### src/rtl/count_run_controller.sv
// count_run_controller
// Owns a WIDTH-bit up/down counter and sequences it through bounded runs.
// A run command (start, end, direction) is accepted over a valid/ready
// handshake while idle. The counter is then stepped once per clock until it
// reaches the end value, travelling in the commanded direction and wrapping
// modulo 2^WIDTH when needed. Completion, abort and wrap-around are reported
// as one-cycle registered pulses.

module count_run_controller #(
   parameter int WIDTH = 5
) (
   input  logic             CLK,
   input  logic             RESET,
   input  logic             CMD_VALID,
   output logic             CMD_READY,
   input  logic [WIDTH-1:0] CMD_START,
   input  logic [WIDTH-1:0] CMD_END,
   input  logic             CMD_UP,
   input  logic             PAUSE,
   input  logic             ABORT,
   output logic [WIDTH-1:0] Q,
   output logic             UP_DOWN,
   output logic             BUSY,
   output logic             DONE,
   output logic             ABORTED,
   output logic             WRAP
);

   typedef enum logic [1:0] {
      IDLE   = 2'd0,
      RUN    = 2'd1,
      FINISH = 2'd2
   } state_t;

   localparam logic [WIDTH-1:0] MAX_COUNT = {WIDTH{1'b1}};
   localparam logic [WIDTH-1:0] MIN_COUNT = {WIDTH{1'b0}};
   localparam logic [WIDTH-1:0] ONE       = {{(WIDTH-1){1'b0}}, 1'b1};

   state_t           state;
   state_t           state_next;
   logic [WIDTH-1:0] end_value;
   logic [WIDTH-1:0] end_value_next;
   logic [WIDTH-1:0] q_next;
   logic             up_down_next;
   logic             busy_next;
   logic             done_next;
   logic             aborted_next;
   logic             wrap_next;
   logic             handshake;
   logic             at_end;
   logic             will_wrap;
   logic [WIDTH-1:0] stepped;

   // A command is only taken from IDLE, and never in a cycle where reset wins.
   always_comb begin
      CMD_READY = (state == IDLE) && !RESET;
      handshake = CMD_VALID && CMD_READY;
   end

   // The candidate next count and its wrap condition, for the latched direction.
   always_comb begin
      at_end = (Q == end_value);
      if (UP_DOWN) begin
         stepped   = Q + ONE;
         will_wrap = (Q == MAX_COUNT);
      end else begin
         stepped   = Q - ONE;
         will_wrap = (Q == MIN_COUNT);
      end
   end

   // Next-state and next-output decisions; pulse outputs default low each cycle.
   always_comb begin
      state_next     = state;
      q_next         = Q;
      end_value_next = end_value;
      up_down_next   = UP_DOWN;
      busy_next      = BUSY;
      done_next      = 1'b0;
      aborted_next   = 1'b0;
      wrap_next      = 1'b0;

      case (state)
         IDLE: begin
            if (handshake) begin
               q_next         = CMD_START;
               end_value_next = CMD_END;
               up_down_next   = CMD_UP;
               busy_next      = 1'b1;
               state_next     = RUN;
            end
         end

         RUN: begin
            if (ABORT) begin
               state_next   = IDLE;
               busy_next    = 1'b0;
               aborted_next = 1'b1;
            end else if (PAUSE) begin
               state_next = RUN;
            end else if (at_end) begin
               state_next = FINISH;
               busy_next  = 1'b0;
               done_next  = 1'b1;
            end else begin
               q_next    = stepped;
               wrap_next = will_wrap;
            end
         end

         FINISH: begin
            state_next = IDLE;
         end

         default: begin
            state_next = IDLE;
            busy_next  = 1'b0;
         end
      endcase
   end

   // State and output registers, with synchronous reset taking priority.
   always_ff @(posedge CLK) begin
      if (RESET) begin
         state     <= IDLE;
         Q         <= MIN_COUNT;
         end_value <= MIN_COUNT;
         UP_DOWN   <= 1'b1;
         BUSY      <= 1'b0;
         DONE      <= 1'b0;
         ABORTED   <= 1'b0;
         WRAP      <= 1'b0;
      end else begin
         state     <= state_next;
         Q         <= q_next;
         end_value <= end_value_next;
         UP_DOWN   <= up_down_next;
         BUSY      <= busy_next;
         DONE      <= done_next;
         ABORTED   <= aborted_next;
         WRAP      <= wrap_next;
      end
   end

endmodule

### config.mk
export PLATFORM = sky130hd
export DESIGN_NAME = count_run_controller
export DESIGN_NICKNAME = d
export VERILOG_FILES = /design/src/rtl/count_run_controller.sv
export SDC_FILE = /design/constraint.sdc
export NUM_CORES = 1
export LEC_CHECK = 0
export CORE_MARGIN = 3
export CORE_UTILIZATION = 52
export CTS_CLUSTER_DIAMETER = 150
export DETAILED_ROUTE_END_ITERATION = 10
export HOLD_SLACK_MARGIN = 0.08
export PLACE_DENSITY = 0.94
export SETUP_SLACK_MARGIN = 0.5
export SLEW_MARGIN = 10
export SYNTH_ARGS = -nofsm -noshare
export SYNTH_HDL_FRONTEND = slang
export SYNTH_SLANG_ARGS = --single-unit
### constraint.sdc
create_clock -name CLK -period 3.4 [get_ports CLK]
set_clock_uncertainty 0.2 [all_clocks]
set_input_delay 0.51 -clock CLK [delete_from_list [all_inputs] [get_ports CLK]]
set_output_delay 0.51 -clock CLK [all_outputs]
set_load 0.005 [all_outputs]
==> impl_metrics.toml, run 1 <==
[finish]
final_util = 0.706
final_cells = 173
area_growth_pct = 26.9
insertedDiodeCount = 0
nets = 167
drive_gt1_frac = 0.123

[detailed_routing]
final_antenna_net_count = 0
wl_mm = 2.62
drtIter0Drc = 40
vias = 1023
viasPerCell = 5.91
wl_per_cell_um = 15.1
firstDrtPassIters = 4
post-route-drc-count = 0

[place]
placedCellCount = 169
port_buffers = 26
gp_congestion = 0.858
place_hpwl_mm = 1.89

[cts]
cts_buffer_depth = 2
cts_tree = "yes"
ctsResizeCount = 0
post-cts-setup-buffers = 0
cts_sinks = 17
numCtsBuffers = 3
clkTransAtPathRegs_ns = 0.11
htree_levels = 1
root_buffer = "clkbuf_4"
hold_buffers = 0
clkLatencyLatePin_ns = 0.31

[synth]
synth_seq_cells = 17
synth_top_cell_by_area = "dfxtp_1"
syn_area_mm2 = 0.00110
syn_nets = 138
synth.top_cell.area_share = 0.309
synth_area_leaders = "dfxtp_1, xnor2_1, nand2b_1, nand2_1, ha_1"
postSynthAreaPerCell_um2 = 9.34
synthArstFlopShare = 0
yosysMostFrequentCell = "dfxtp_1"
synth.distinct_cells = 46
ys.warnings.count = 0
synth-main-ff-cell = "dfxtp_1"
synth_edf_count = 0
synthTopCellsByCount = "dfxtp_1, nand2_1, nand2b_1"
syn_inst = 118
ys_seq_area_frac = 0.309

[floorplan]
pin_count = 27
die_y_um = 52.0
fp.coreArea_mm2 = 0.00198
std_cell_rows = 16
chipWidth_um = 52.0
start_util = 0.556
dieArea_mm2 = 0.00271

[global_route]
antenna_found_initial = 0
grtUsageMet1 = 0.254
grt_max_degree = 22
grt_use_total = 0.224
grt_pass1_wl_mm = 4.40
grt_util_met3 = 0.0458
grt-busiest-layer = "met2"
grt_overflow = 0
grt_pass1_vias = 984
grt_use_met2 = 0.385

[critical_path]
worstPathArrival_ns = 2.53
setup.worst_path.class = "flop to flop"
setup.worst_path.end_class = "flop"
critPathMaxFanout = 7
worst-endpoint-required_ns = 3.42
critPathLaunchType = "flop"

[sta]
hold_viol_final = 0
max_freq_mhz = 398
tightest_slew_ns = 0.359
rsz0062_at_grt = "no"
slew_violations = 0
relSlewSlack = 0.757
setup_tns_ns = 0
setup-violations-final = 0
period_needed_ns = 2.51
min_period_over_period = 0.739

[flow_run]
cap_violations = 0

[hold_path]
hp-class = "flop to flop"

[outcome]
status = "finished, final reports clean"

[power_and_ir_drop]
power_density_mw_per_mm2 = 387
peakVddDrop_uv = 247
p_leak_nw = 0.496
-- worst max-delay path, cell delays in order (launching register included) --
cell and delay (ns):
dfxtp_1 0.50, inv_1 0.14, fa_1 0.45, or2b_1 0.27, a2111o_1 0.38, o211a_1 0.15, a2111oi_2 0.33
-- power by group --
part	internal, mW	switching [mW]	total [mW]
Clock	0.0440	0.0723	0.116
Sequential	0.215	0.0252	0.240
Combinational	0.0920	0.0931	0.185
Total	0.351	0.191	0.542
-- final cells by class --
type / instances / area [um2]
multi-input combinational: 93 / 707
clock inverter: 1 / 5.00
tap: 27 / 33.8
fill: 152 / 583
sequential: 17 / 340
timing repair buffer: 28 / 275
inverter: 4 / 15.0
clock buffer: 3 / 22.5
-- routing by layer --
layer / wire [um] / vias to the layer above
li1: - / 495
met1: 1130 / 480
met2: 1270 / 42
met3: 176 / 6
met4: 44 / 0
met5: 0 / -
-- registers in the layout, summed over array words and instances, names as in the netlist --
register / cells
UP_DOWN: 1
ABORTED: 1
state: 2
end_value: 5
DONE: 1
Q: 5
WRAP: 1
BUSY: 1
-- final timing paths --
kind | startpoint | end | slack [ns] | cells after the start
max reg2reg | Q[0] | Q[4] | 0.89 | 6
max | Q[0] | Q[4] | 0.89 | 6
min reg2reg | end_value[1] | end_value[1] | 0.30 | 2
min | end_value[1] | end_value[1] | 0.30 | 2
-- logic make-up (layout without fill, tap and decap cells) --
group                      count (synthesis)  in the layout  synth area share
buffers and inverters                      8             36            0.0499
muxes                                      3              3            0.0295
DFF                                       17             17             0.309
AOI/OAI and AO/OA                         26             26             0.200
xor gates and xnor gates                   6              6            0.0477
and+or+nand+nor                           54             54             0.312
adders and majority gates                  4              4            0.0522
-- placed cells by master (no fill, tap or decap), types with 2 or more instances in the layout --
cell type        instances
clkdlybuf4s50_1         26
dfxtp_1                 17
nand2_1                 12
nand2b_1                 8
nor3_1                   7
o21ai_0                  6
xnor2_1                  6
nor2_1                   6
a21oi_1                  5
inv_1                    4
ha_1                     3
clkbuf_4                 3
or2b_1                   2
nand3_1                  2
or4b_1                   2
a31oi_1                  2
nor2b_1                  2
mux2_1                   2
o21bai_1                 2
buf_4                    2
-- stage by stage --
stage | area [um2] | power (mW) | setup slack [ns] | hold WS, ns
floorplan | 1100 | 0.361 | 1.10 | 0.261
global placement | 1370 | 0.419 | 0.912 | 0.279
detailed placement | 1370 | 0.427 | 0.834 | 0.283
CTS | 1400 | 0.546 | 0.906 | 0.299
global route | 1400 | 0.569 | 0.805 | 0.340
finish | 1400 | 0.542 | 0.887 | 0.297
(Power assumes the default switching activity.)
==> run 2, diff against run 1 <==
CORE_UTILIZATION = 44   (was 52)
PLACE_DENSITY = 0.86   (was 0.94)
clock period = 2.15 ns   (was 3.4 ns; I/O delays follow)
==> run 2 against run 1 <==
- the run now ends with negative setup slack left
- register-to-register slack worse by 0.90 ns
- combinational power is 110% higher
- first-iteration DRC count is 5.0% lower
- die area is 16% higher
- via count is 5.2% higher
- maximum frequency is 16% higher
- routed wire length is 13% higher
- global-route usage is 2.1 points lower
- power is 74% higher
- flip-flop and latch count stayed put
- sequential power is 55% higher
- utilization is 1.5 points lower
- largest cell class unchanged
==> impl_metrics.toml, run 2 (same netlist as run 1, synthesis figures left out) <==
[outcome]
status = "finished, violations left"
violations = "negative setup slack"

[cts]
hold_buffers = 0
clkLatencyLatePin_ns = 0.30
cts_buffer_depth = 2
numCtsBuffers = 3
cts_sinks = 17
htree_levels = 1
clkTransAtPathRegs_ns = 0.11
root_buffer = "clkbuf_4"
cts_tree = "yes"

[power_and_ir_drop]
p_clk_frac = 0.188
p_total_mw = 0.943
p_int_mw = 0.616
p_leak_nw = 0.645
pwr-share-seq = 0.394
p_switching_mw = 0.327
p_comb_frac = 0.418
power_density_mw_per_mm2 = 595
swShare = 0.347
peakVddDrop_uv = 423

[floorplan]
dieArea_mm2 = 0.00314
die_y_um = 56.1
chipWidth_um = 56.1
pin_count = 27
start_util = 0.480
std_cell_rows = 17
fp.coreArea_mm2 = 0.00230

[sta]
hold_viol_final = 0
min_period_over_period = 1.00
period_needed_ns = 2.16
tightest_slew_ns = 0.485
setup-violations-final = 1
slew_violations = 0
max_freq_mhz = 463
setup_slack_ns = -0.00836
relSlewSlack = 0.674
rsz0062_at_grt = "yes"

[critical_path]
setup.worst_path.class = "flop to flop"
setup.worst_path.end_class = "flop"
cp_slowest_cell = "a2111o_1"
critPathMaxFanout = 3
reg2reg_from = "Q[1]"
path_cells = "inv_2 > fa_2 > or2b_1 > a2111o_1 > o211a_1 > a2111oi_4"
worstPathArrival_ns = 2.16
cp-startpoint = "Q[1]"
critPathLaunchType = "flop"
worst-endpoint-required_ns = 2.16
cp_slowest_stage_delay_ns = 0.39

[place]
gp_congestion = 0.884
dpl-instance-area_mm2 = 0.00143
place_hpwl_mm = 2.06
dp_slack_ns = 0.0179
port_buffers = 26

[global_route]
grt_overflow = 0
grt_pass1_vias = 1114
antenna_found_initial = 0
grt_max_degree = 21
grt_pass1_wl_mm = 5.08
grt_use_total = 0.203

[detailed_routing]
drtIter0Drc = 38
vias = 1076
wl_mm = 2.97
final_antenna_net_count = 0
viasPerCell = 5.75
wl_per_cell_um = 15.9
post-route-drc-count = 0
firstDrtPassIters = 4

[hold_path]
hp-class = "flop to flop"
min_from = "end_value[4]"

[finish]
top_regs = "Q (5), end_value (5), state (2)"
area_growth_pct = 43.9
nets = 180
drive_gt1_frac = 0.321
insertedDiodeCount = 0
layout_commonest_cell = "clkdlybuf4s50_1"
finalInstanceArea_mm2 = 0.00159
final_cell_mix = "clkdlybuf4s50_1, buf_4, nand2_1"

[flow_run]
cap_violations = 0
[run 2: final timing paths]
kind / end / slack [ns] / cells after the start
min: end_value[4] / 0.30 / 2
max reg2reg: Q[4] / -0.008 / 6
min reg2reg: end_value[4] / 0.30 / 2
max: Q[4] / -0.008 / 6
[run 2: critical path, delay by kind of cell (launching register included)]
| kind | cells | cell delay (ns) |
|---|---|---|
| AOI/OAI and AO/OA | 3 | 0.81 |
| buffers and inverters | 1 | 0.04 |
| DFF | 1 | 0.36 |
| adders and majority gates | 1 | 0.38 |
| and+or+nand+nor | 1 | 0.27 |
[run 2: layout make-up]
type | count | area (um2)
Sequential cell | 17 | 358
Clock inverter | 1 | 5.00
Multi-Input combinational cell | 93 | 769
Inverter | 4 | 15.0
Fill cell | 176 | 711
Clock buffer | 3 | 22.5
Tap cell | 28 | 35.0
Timing Repair Buffer | 41 | 382
[run 2: power groups by stage]
| stage | clock network, mW | registers [mW] | logic (mW) |
|---|---|---|---|
| 6_report | 0.177 | 0.372 | 0.394 |
| 5_1_grt | 0.198 | 0.376 | 0.425 |
| 4_1_cts | 0.183 | 0.372 | 0.376 |
| 3_5_place_dp | 0 | 0.377 | 0.328 |
| 3_3_place_gp | 0 | 0.375 | 0.317 |
| 2_1_floorplan | 0 | 0.379 | 0.197 |
[run 2: through the flow]
stage          TNS [ns]  std cells  hold slack [ns]   util
3_5_place_dp          0        176            0.284  0.624
3_3_place_gp          0        176            0.277  0.624
4_1_cts               0        187            0.309  0.681
5_1_grt          -0.116        187            0.347  0.691
6_report       -0.00836        187            0.300  0.691
2_1_floorplan         0        118            0.231      -
[run 2: metal layers]
| layer | track usage | share of wire | up-vias |
|---|---|---|---|
| met4 | 0.0983 | 0.025 | 0 |
| met5 | 0 | 0 | - |
| met1 | 0.243 | 0.41 | 507 |
| met2 | 0.344 | 0.50 | 43 |
| met3 | 0.0394 | 0.061 | 11 |
| li1 | - | - | 515 |
[run 2: repair_timing]
action,CTS,global route
cloned,0,0
resized for setup,25,6
pin swaps,5,2
setup buffers,7,0
endpoints found under the setup margin,18,14
